$ cat config.mk
export PLATFORM = sky130hd
export DESIGN_NAME = rv32i_trace_buffer
export DESIGN_NICKNAME = d
export VERILOG_FILES = /design/src/rtl/rv32i_trace_buffer.sv
export SDC_FILE = /design/constraint.sdc
export NUM_CORES = 1
export LEC_CHECK = 0
export ABC_AREA = 1
export BUFFER_PORTS_ARGS = -buffer_cell sky130_fd_sc_hd__buf_2
export CORE_ASPECT_RATIO = 0.5
export CORE_MARGIN = 2
export CORE_UTILIZATION = 65
export DETAILED_ROUTE_END_ITERATION = 7
export GPL_ROUTABILITY_DRIVEN = 0
export PLACE_DENSITY = 0.83
export SYNTH_ARGS = -nofsm -noshare
export SYNTH_HDL_FRONTEND = slang
export SYNTH_SLANG_ARGS = --single-unit
$ cat constraint.sdc
create_clock -name clk -period 9.99 [get_ports clk]
set_input_delay 1.998 -clock clk [delete_from_list [all_inputs] [get_ports clk]]
set_output_delay 1.998 -clock clk [all_outputs]
set_load 0.03 [all_outputs]
$ cat src/rtl/rv32i_trace_buffer.sv
// rv32i_trace_buffer: trigger-based circular trace of retired {pc, instruction} pairs with oldest-first readout; define TRACE_TIMESTAMP_EN to store a 32-bit cycle stamp per entry.
module rv32i_trace_buffer #(
  parameter int XLEN      = 32,
  parameter int DEPTH     = 16,
  parameter int POST_TRIG = 4
) (
  input  logic                       clk,
  input  logic                       reset,
  input  logic                       in_valid,
  input  logic [XLEN-1:0]            pc,
  input  logic [XLEN-1:0]            instruction,
  input  logic                       arm,
  input  logic                       trig,
  input  logic                       rd_en,
  output logic                       rd_valid,
  output logic [XLEN-1:0]            rd_pc,
  output logic [XLEN-1:0]            rd_instr,
`ifdef TRACE_TIMESTAMP_EN
  output logic [31:0]                rd_ts,
`endif
  output logic [$clog2(DEPTH):0]     count,
  output logic                       armed,
  output logic                       done
);
  localparam int AW = $clog2(DEPTH);
  localparam int CW = AW + 1;
`ifdef TRACE_TIMESTAMP_EN
  localparam int EW = 2 * XLEN + 32;
`else
  localparam int EW = 2 * XLEN;
`endif
  typedef enum logic [1:0] {IDLE, ARMED, POST, DONE} state_t;
  state_t state_q, state_d;
  logic [AW-1:0] wr_ptr_q, wr_ptr_d, rd_ptr_q, rd_ptr_d;
  logic [CW-1:0] remaining_q, remaining_d, post_cnt_q, post_cnt_d, count_q, count_d;
  logic rd_valid_q, rd_valid_d, we;
  logic [XLEN-1:0] rd_pc_q, rd_pc_d, rd_instr_q, rd_instr_d;
  logic [EW-1:0] mem [DEPTH];
  logic [EW-1:0] wdata, rd_word;
`ifdef TRACE_TIMESTAMP_EN
  logic [31:0] ts_q, ts_d, rd_ts_q, rd_ts_d;
  assign ts_d  = ts_q + 32'd1;
  assign wdata = {ts_q, pc, instruction};
  assign rd_ts = rd_ts_q;
  assign rd_ts_d = rd_valid_d ? rd_word[EW-1:2*XLEN] : rd_ts_q;
  // free-running cycle stamp and the registered stamp of the last readout
  always_ff @(posedge clk or posedge reset)
    if (reset) begin
      ts_q    <= '0;
      rd_ts_q <= '0;
    end else begin
      ts_q    <= ts_d;
      rd_ts_q <= rd_ts_d;
    end
`else
  assign wdata = {pc, instruction};
`endif
  assign rd_word  = mem[rd_ptr_q];
  assign rd_valid = rd_valid_q;
  assign rd_pc    = rd_pc_q;
  assign rd_instr = rd_instr_q;
  assign count    = count_q;
  assign armed    = state_q == ARMED || state_q == POST;
  assign done     = state_q == DONE;
  // capture FSM, write pointer bookkeeping and readout sequencing
  always_comb begin
    state_d     = state_q;
    wr_ptr_d    = wr_ptr_q;
    rd_ptr_d    = rd_ptr_q;
    remaining_d = remaining_q;
    post_cnt_d  = post_cnt_q;
    count_d     = count_q;
    rd_valid_d  = 1'b0;
    we          = 1'b0;
    case (state_q)
      IDLE, DONE: begin
        if (arm) begin
          state_d  = ARMED;
          wr_ptr_d = '0;
          count_d  = '0;
        end else if (state_q == DONE && rd_en && remaining_q != '0) begin
          rd_valid_d  = 1'b1;
          rd_ptr_d    = rd_ptr_q + 1'b1;
          remaining_d = remaining_q - 1'b1;
        end
      end
      ARMED, POST: begin
        we = in_valid;
        if (in_valid) begin
          wr_ptr_d = wr_ptr_q + 1'b1;
          count_d  = count_q == CW'(DEPTH) ? count_q : count_q + 1'b1;
        end
        if (state_q == ARMED && trig) begin
          post_cnt_d = CW'(POST_TRIG);
          state_d    = POST_TRIG == 0 ? DONE : POST;
        end else if (state_q == POST && in_valid) begin
          post_cnt_d = post_cnt_q - 1'b1;
          state_d    = post_cnt_q == CW'(1) ? DONE : POST;
        end
      end
      default: state_d = IDLE;
    endcase
    if (state_q != DONE && state_d == DONE) begin
      rd_ptr_d    = count_d == CW'(DEPTH) ? wr_ptr_d : '0;
      remaining_d = count_d;
    end
  end
  assign rd_pc_d    = rd_valid_d ? rd_word[2*XLEN-1:XLEN] : rd_pc_q;
  assign rd_instr_d = rd_valid_d ? rd_word[XLEN-1:0] : rd_instr_q;
  // control and readout registers
  always_ff @(posedge clk or posedge reset)
    if (reset) begin
      state_q     <= IDLE;
      wr_ptr_q    <= '0;
      rd_ptr_q    <= '0;
      remaining_q <= '0;
      post_cnt_q  <= '0;
      count_q     <= '0;
      rd_valid_q  <= 1'b0;
      rd_pc_q     <= '0;
      rd_instr_q  <= '0;
    end else begin
      state_q     <= state_d;
      wr_ptr_q    <= wr_ptr_d;
      rd_ptr_q    <= rd_ptr_d;
      remaining_q <= remaining_d;
      post_cnt_q  <= post_cnt_d;
      count_q     <= count_d;
      rd_valid_q  <= rd_valid_d;
      rd_pc_q     <= rd_pc_d;
      rd_instr_q  <= rd_instr_d;
    end
  // trace storage; contents are don't-care until written
  always_ff @(posedge clk)
    if (we) mem[wr_ptr_q] <= wdata;
endmodule

Word level (Yosys, flattened, before mapping)
Memories as Yosys holds them, arrays and structs flattened. A register that Yosys moved wholly into a read port is not among the register bits.
Cells that the tools add are included.
- bits of input ports: 70
- RAM bits: 1024
- logic and storage cells: 66
- output and inout bits: 72
- register bits: 26
- memories: 1
- memory list (memory ; depth ; bits a word ; read ports ; clocked after Yosys merged registers in ; wr ports ; line ; text):
    mem ; 16 ; 64 ; 1 ; 1 ; 1 ; 38 ; logic [EW-1:0] mem [DEPTH];
- equality and inequality tests: 9
- reductions and logical operators: 15
- add/sub/neg operators: 5
- muxes and demuxes: 29
- operators by type and width (cell ; count):
    2-to-1 mux 5 bit ; 9
    2-to-1 mux 4 bit ; 7
    equality test 5 bit (second input constant) ; 2
    one-hot mux 5 bit (2 select lines) ; 1
    subtractor 5 x 1 -> 5 bit (second input constant) ; 2
    adder 4 x 1 -> 4 bit (second input constant) ; 2
    one-hot mux 4 bit (2 select lines) ; 1
    2-to-1 mux 1 bit ; 7
    equality test 2 bit (second input constant) ; 3
    2-to-1 mux 2 bit ; 3
    nonzero test 2 bit ; 3
    adder 5 x 1 -> 5 bit (second input constant) ; 1
    equality test 5 x 1 -> 1 bit (second input constant) ; 1
    logical AND 1 bit ; 5
    nonzero test 5 bit ; 1
    one-hot mux 2 bit (2 select lines) ; 1
    OR reduction 2 bit ; 2
    AND reduction 3 bit ; 1
    equality test 2 x 1 -> 1 bit (second input constant) ; 1
    zero test 2 bit ; 1
    inequality test 2 x 1 -> 1 bit (second input constant) ; 1
    inequality test 2 bit (second input constant) ; 1
    AND reduction 2 bit ; 1
    logical OR 1 bit ; 1

Longest topological paths before layout
- depth in word-level cells: 9
- gate-level depth with buffers: 13
- gate-level depth less buffers: 13

Worst setup path after synthesis
No wires, ideal clock.
- path type: input-to-reg
- start point: input port in_valid
- end point: memory mem[11][0] (netlist name) (enable)
- data required time: 9504 ps
- arrival: 5069 ps
- setup slack: 4435 ps
- stages: 5
- library setup time: 486 ps
- buffers on the path: 1
- path through: inv_2 > nor2_2 > buf_6 > nand3_1 > nor2_1
- word-level cells in the longest chain between the ends: 3
- ends and longest elaborated chain (element ; line ; text):
    from (decl) ; 9 ; input logic in_valid,
    2-to-1 mux 1 bit ; 75 ; case (state_q)
    2-to-1 mux 1 bit ; 135 ; if (we) mem[wr_ptr_q] <= wdata;
    2-to-1 mux 1 bit (implied by the code) ; 135 ;
    to (decl) ; 38 ;
Every way passes these cells.

Worst setup path after layout
- start point: input port in_valid
- end point: memory mem[5][52] (netlist name) (enable)
The elaborated chain is that of the path after synthesis.

==> results.env <==
PATH_CLASS='in -> reg'
DRT_ITER0_DRC=4394
CLOCKBUFFERDEPTH=3
CP-END-KIND='flop'
MULTI_INPUT_AREA_SQ_UM=9454
CTS.SINKS=1114
VDD_DROP_MAX_mV=0.2154
SYNTH_AREA_LEADER_CELL='sky130_fd_sc_hd__edfxtp_1'
ROUTED-VIA-COUNT=28340
CRITPATHTOPFAMILY='simple AND/OR/NAND/NOR gates'
DRT_PRE_ANTENNA_ITERS=7
CTS_HOLD_REPAIR.BUFFERS=0
PLACE.DETAILED.HPWL_MM=49.77
FP.DIEH_UM=187.1
WORST-ENDPOINT-ARRIVAL_PS=4830
DESIGN.CORE.AREA_SQ_UM=66650
PATH_CELLS='buf_2 > inv_2 > nor2_2 > nand2_1 > nor2_4 > buf_4'
SYNTH.TOP_CELLS.BY_COUNT='1024 x sky130_fd_sc_hd__edfxtp_1, 549 x sky130_fd_sc_hd__nor2_1, 450 x sky130_fd_sc_hd__o21ai_0, 340 x sky130_fd_sc_hd__nand2_1, 178 x sky130_fd_sc_hd__o221ai_1'
POST_DRT_VIA_CELL_RATIO=6.614
LEAKAGE_POWER_FIGURE_nW=16.18
REQUIRED_TIME_OF_THE_WORST_SETUP_PATH_PS=10270
NFILLCELLS=3921
GRT-OVFL-TOTAL=0
DP_WORST_SETUP_SLACK_PS=4865
CTS_BUFFERS=91
DRV.MAX_CAP_VIOLATION_COUNT=0
SYNTH_FF_TYPE='sky130_fd_sc_hd__edfxtp_1'
ANT_NETS=0
TYPE_OF_ELEMENT_LAUNCHING_THE_CRITICAL_PATH='primary input'
YOSYSMOSTFREQUENTCELL='sky130_fd_sc_hd__edfxtp_1'
NUMBER_OF_SYNTHESIZED_REGISTER_BITS=1114
TRACK_USAGE_PCT=29.71
SYNTH-EDFF-COUNT=1024
CLOCK_SKEW_PS=19.13
DETAIL_ROUTE.DRC_VIOLATIONS=0
ROW_COUNT=67
SYNTHDOMINANTCELLAREASHARE_PCT=70.59
FINAL_CYCLE_UTILIZATION_OF_THE_CRITICAL_PATH_PCT=45.58
NNETSFINAL=3397
DRT-TOTAL-WL_MM=102.9
GRT_PASS1_VIAS=28250
SYN_TO_FINAL_GROWTH_PCT=9.430
AVGSYNTHCELLAREA_SQ_UM=13.30
CLK-INSERTION-DELAY-LATE_PS=650
POSTLAYOUTCELLAREA_SQ_UM=47670
CTS.REPAIR.RESIZED=0
CRIT_PATH_MAX_FANOUT=36
FINAL.SETUP.TNS_PS=0
FINAL_CELLS=4285
ACTUAL_SLEW_AT_THE_WORST_MAX_SLEW_PIN_PS=1419
POST-ROUTE-WORST-SETUP-SLACK_PS=5437
HOLD_VIOL=0
SYN-NUM-NETS=3359
POWER_PER_CELL_AREA_nW_PER_UM2=286.2
TRITONCTS='built'
ROOT_BUFFER='sky130_fd_sc_hd__clkbuf_16'
FIN_CRIT_PS=4553
FLOORPLAN.DIE_AREA_SQ_UM=69230
DIE_W_UM=370.1
FINAL_LAYOUT_SIZE_SUFFIX_GT1_SHARE_PCT=10.19
PATH_CLK_SLEW_PS=60
SETUP_VIOL=0
NETLIST-CELL-TYPE-COUNT=35
SYN-CELL-AREA_SQ_UM=43560
STATUS='complete, no violations'
SYNTHCELLS=3275
HOLD_PATH_CLASS='reg -> reg'
CRITICAL_PATH.N_BUFFERS_INVERTERS=3
FIRST_PASS_GRT_WIRE_LENGTH_MM=157.8
HTREE_LEVELS=3
TIMING_MAX_TRANSITION_VIOLATIONS_FINAL=0
POST_CTS_BUFFERS=0
SYNTH-WARNING-COUNT=0
FLOORPLAN.INITIALDENSITY_PCT=65.36
CRITICAL-PATH-SLOWEST-CELL='sky130_fd_sc_hd__nor2_4'
GRT_SETUP_UNREPAIRED='false'
YS_SEQ_AREA_SHARE_PCT=75.76
GRT_START_MAX_NET_PINS=241
CRITICAL-PATH-MAX-STAGE-DELAY_PS=1050
MAX_SLEW_MARGIN_PCT=5.388
IO_PINS=142
SYNTH_AREA_LEADERS='sky130_fd_sc_hd__edfxtp_1 71%, sky130_fd_sc_hd__o21ai_0 5.2%, sky130_fd_sc_hd__dfrtp_1 5.2%'
WIRE_PER_INST_UM=24.01
PLACED_CELLS=4117
DPL_CELL_AREA_SQ_UM=44750
REGAREA_SQ_UM=33020
SYNTH-ASYNC-RESET-RATIO_PCT=8.079
ANTENNA_FOUND_INITIAL=3
NUMPORTBUFFERS=141
FMAX_MHz=219.6
sequential cells by signal, summed over array words and instances (netlist names), 4 cells and up:
register     count
count            5
remaining_q      5
mem           1024
wr_ptr_q         4
post_cnt_q       5
rd_pc           32
rd_ptr_q         4
rd_instr        32
logic make-up (layout without fill, tap and decap cells):
family | Yosys count | in the layout | share of synthesized area, %
flops | 1114 | 1114 | 75.76
buf+inv | 269 | 380 | 2.835
simple gates | 1078 | 1078 | 9.970
xor+xnor | 6 | 6 | 0.1206
compound gates | 794 | 794 | 10.91
other cells | 0 | 2 | 0
fa+ha+maj | 14 | 14 | 0.4021
power by group:
group	switching (W)	internal (W)	leakage [nW]
registers	0.000294	0.00549	10.4
logic	0.00313	0.00118	4.39
clock network	0.00161	0.00194	1.41
total	0.00503	0.00861	16.2
metrics by stage:
stage / utilization [%] / hold WS (ps) / power (W)
5_1_grt: 71.53 / 492.8 / 0.01421
3_5_place_dp: 67.15 / 459.6 / 0.01005
4_1_cts: 71.52 / 476.3 / 0.01358
6_report: 71.53 / 473.6 / 0.01364
2_1_floorplan: - / 485.6 / 0.008827
3_3_place_gp: 67.15 / 457.2 / 0.009852
worst paths after layout:
kind	startpoint	to	cells past startpoint	slack [ps]
setup / recovery	in_valid	mem[5][52]	6	5440
hold / removal	rd_pc[6]	rd_pc[6]	2	470
setup reg to reg	rd_ptr_q[1]	rd_instr[8]	8	5930
hold reg to reg	rd_pc[6]	rd_pc[6]	2	470
max in group asynchronous	reset	rd_ptr_q[0]	3	7250
min in group asynchronous	reset	rd_pc[9]	2	1370
cell usage in the layout, fill, tap and decap left out, drive strengths merged, types with 4 or more instances in the layout:
cell	instances
edfxtp	1024
clkbuf	120
dfrtp	90
clkinvlp	4
xor2	5
bufinv	7
o22ai	80
nand2	346
inv	40
ha	14
o21ai	524
a21oi	7
nand4	5
nand3	166
o221ai	178
nor2	556
buf	175
clkinv	34
routing by layer:
metal  GRT usage [%]  wire length [um]  vias to the layer above
li1                -                 -                    12230
met1           40.78             37770                    13830
met2           48.39             50930                     1996
met3           4.812             10790                      288
met4           11.93              3401                        2
met5               0                 6                        -
cell type report:
type                       instances  area share (%)
clock buffer                     120           5.221
multi-input combinational       1892           19.83
tap                              897           2.354
inverter                          39          0.3596
clock inverter                    46          0.8924
sequential                      1114           69.26
antenna                            2         0.01050
timing repair buffer             175           2.068
worst reg2reg max path: cells and delay by family, from the launching register on:
family / cells / cell delay [ps]
and+or+nand+nor: 4 / 470
AOI/OAI and AO/OA: 2 / 660
DFF: 1 / 990
buffers and inverters: 2 / 1890
Note: power is estimated with default switching activity, not from simulation.
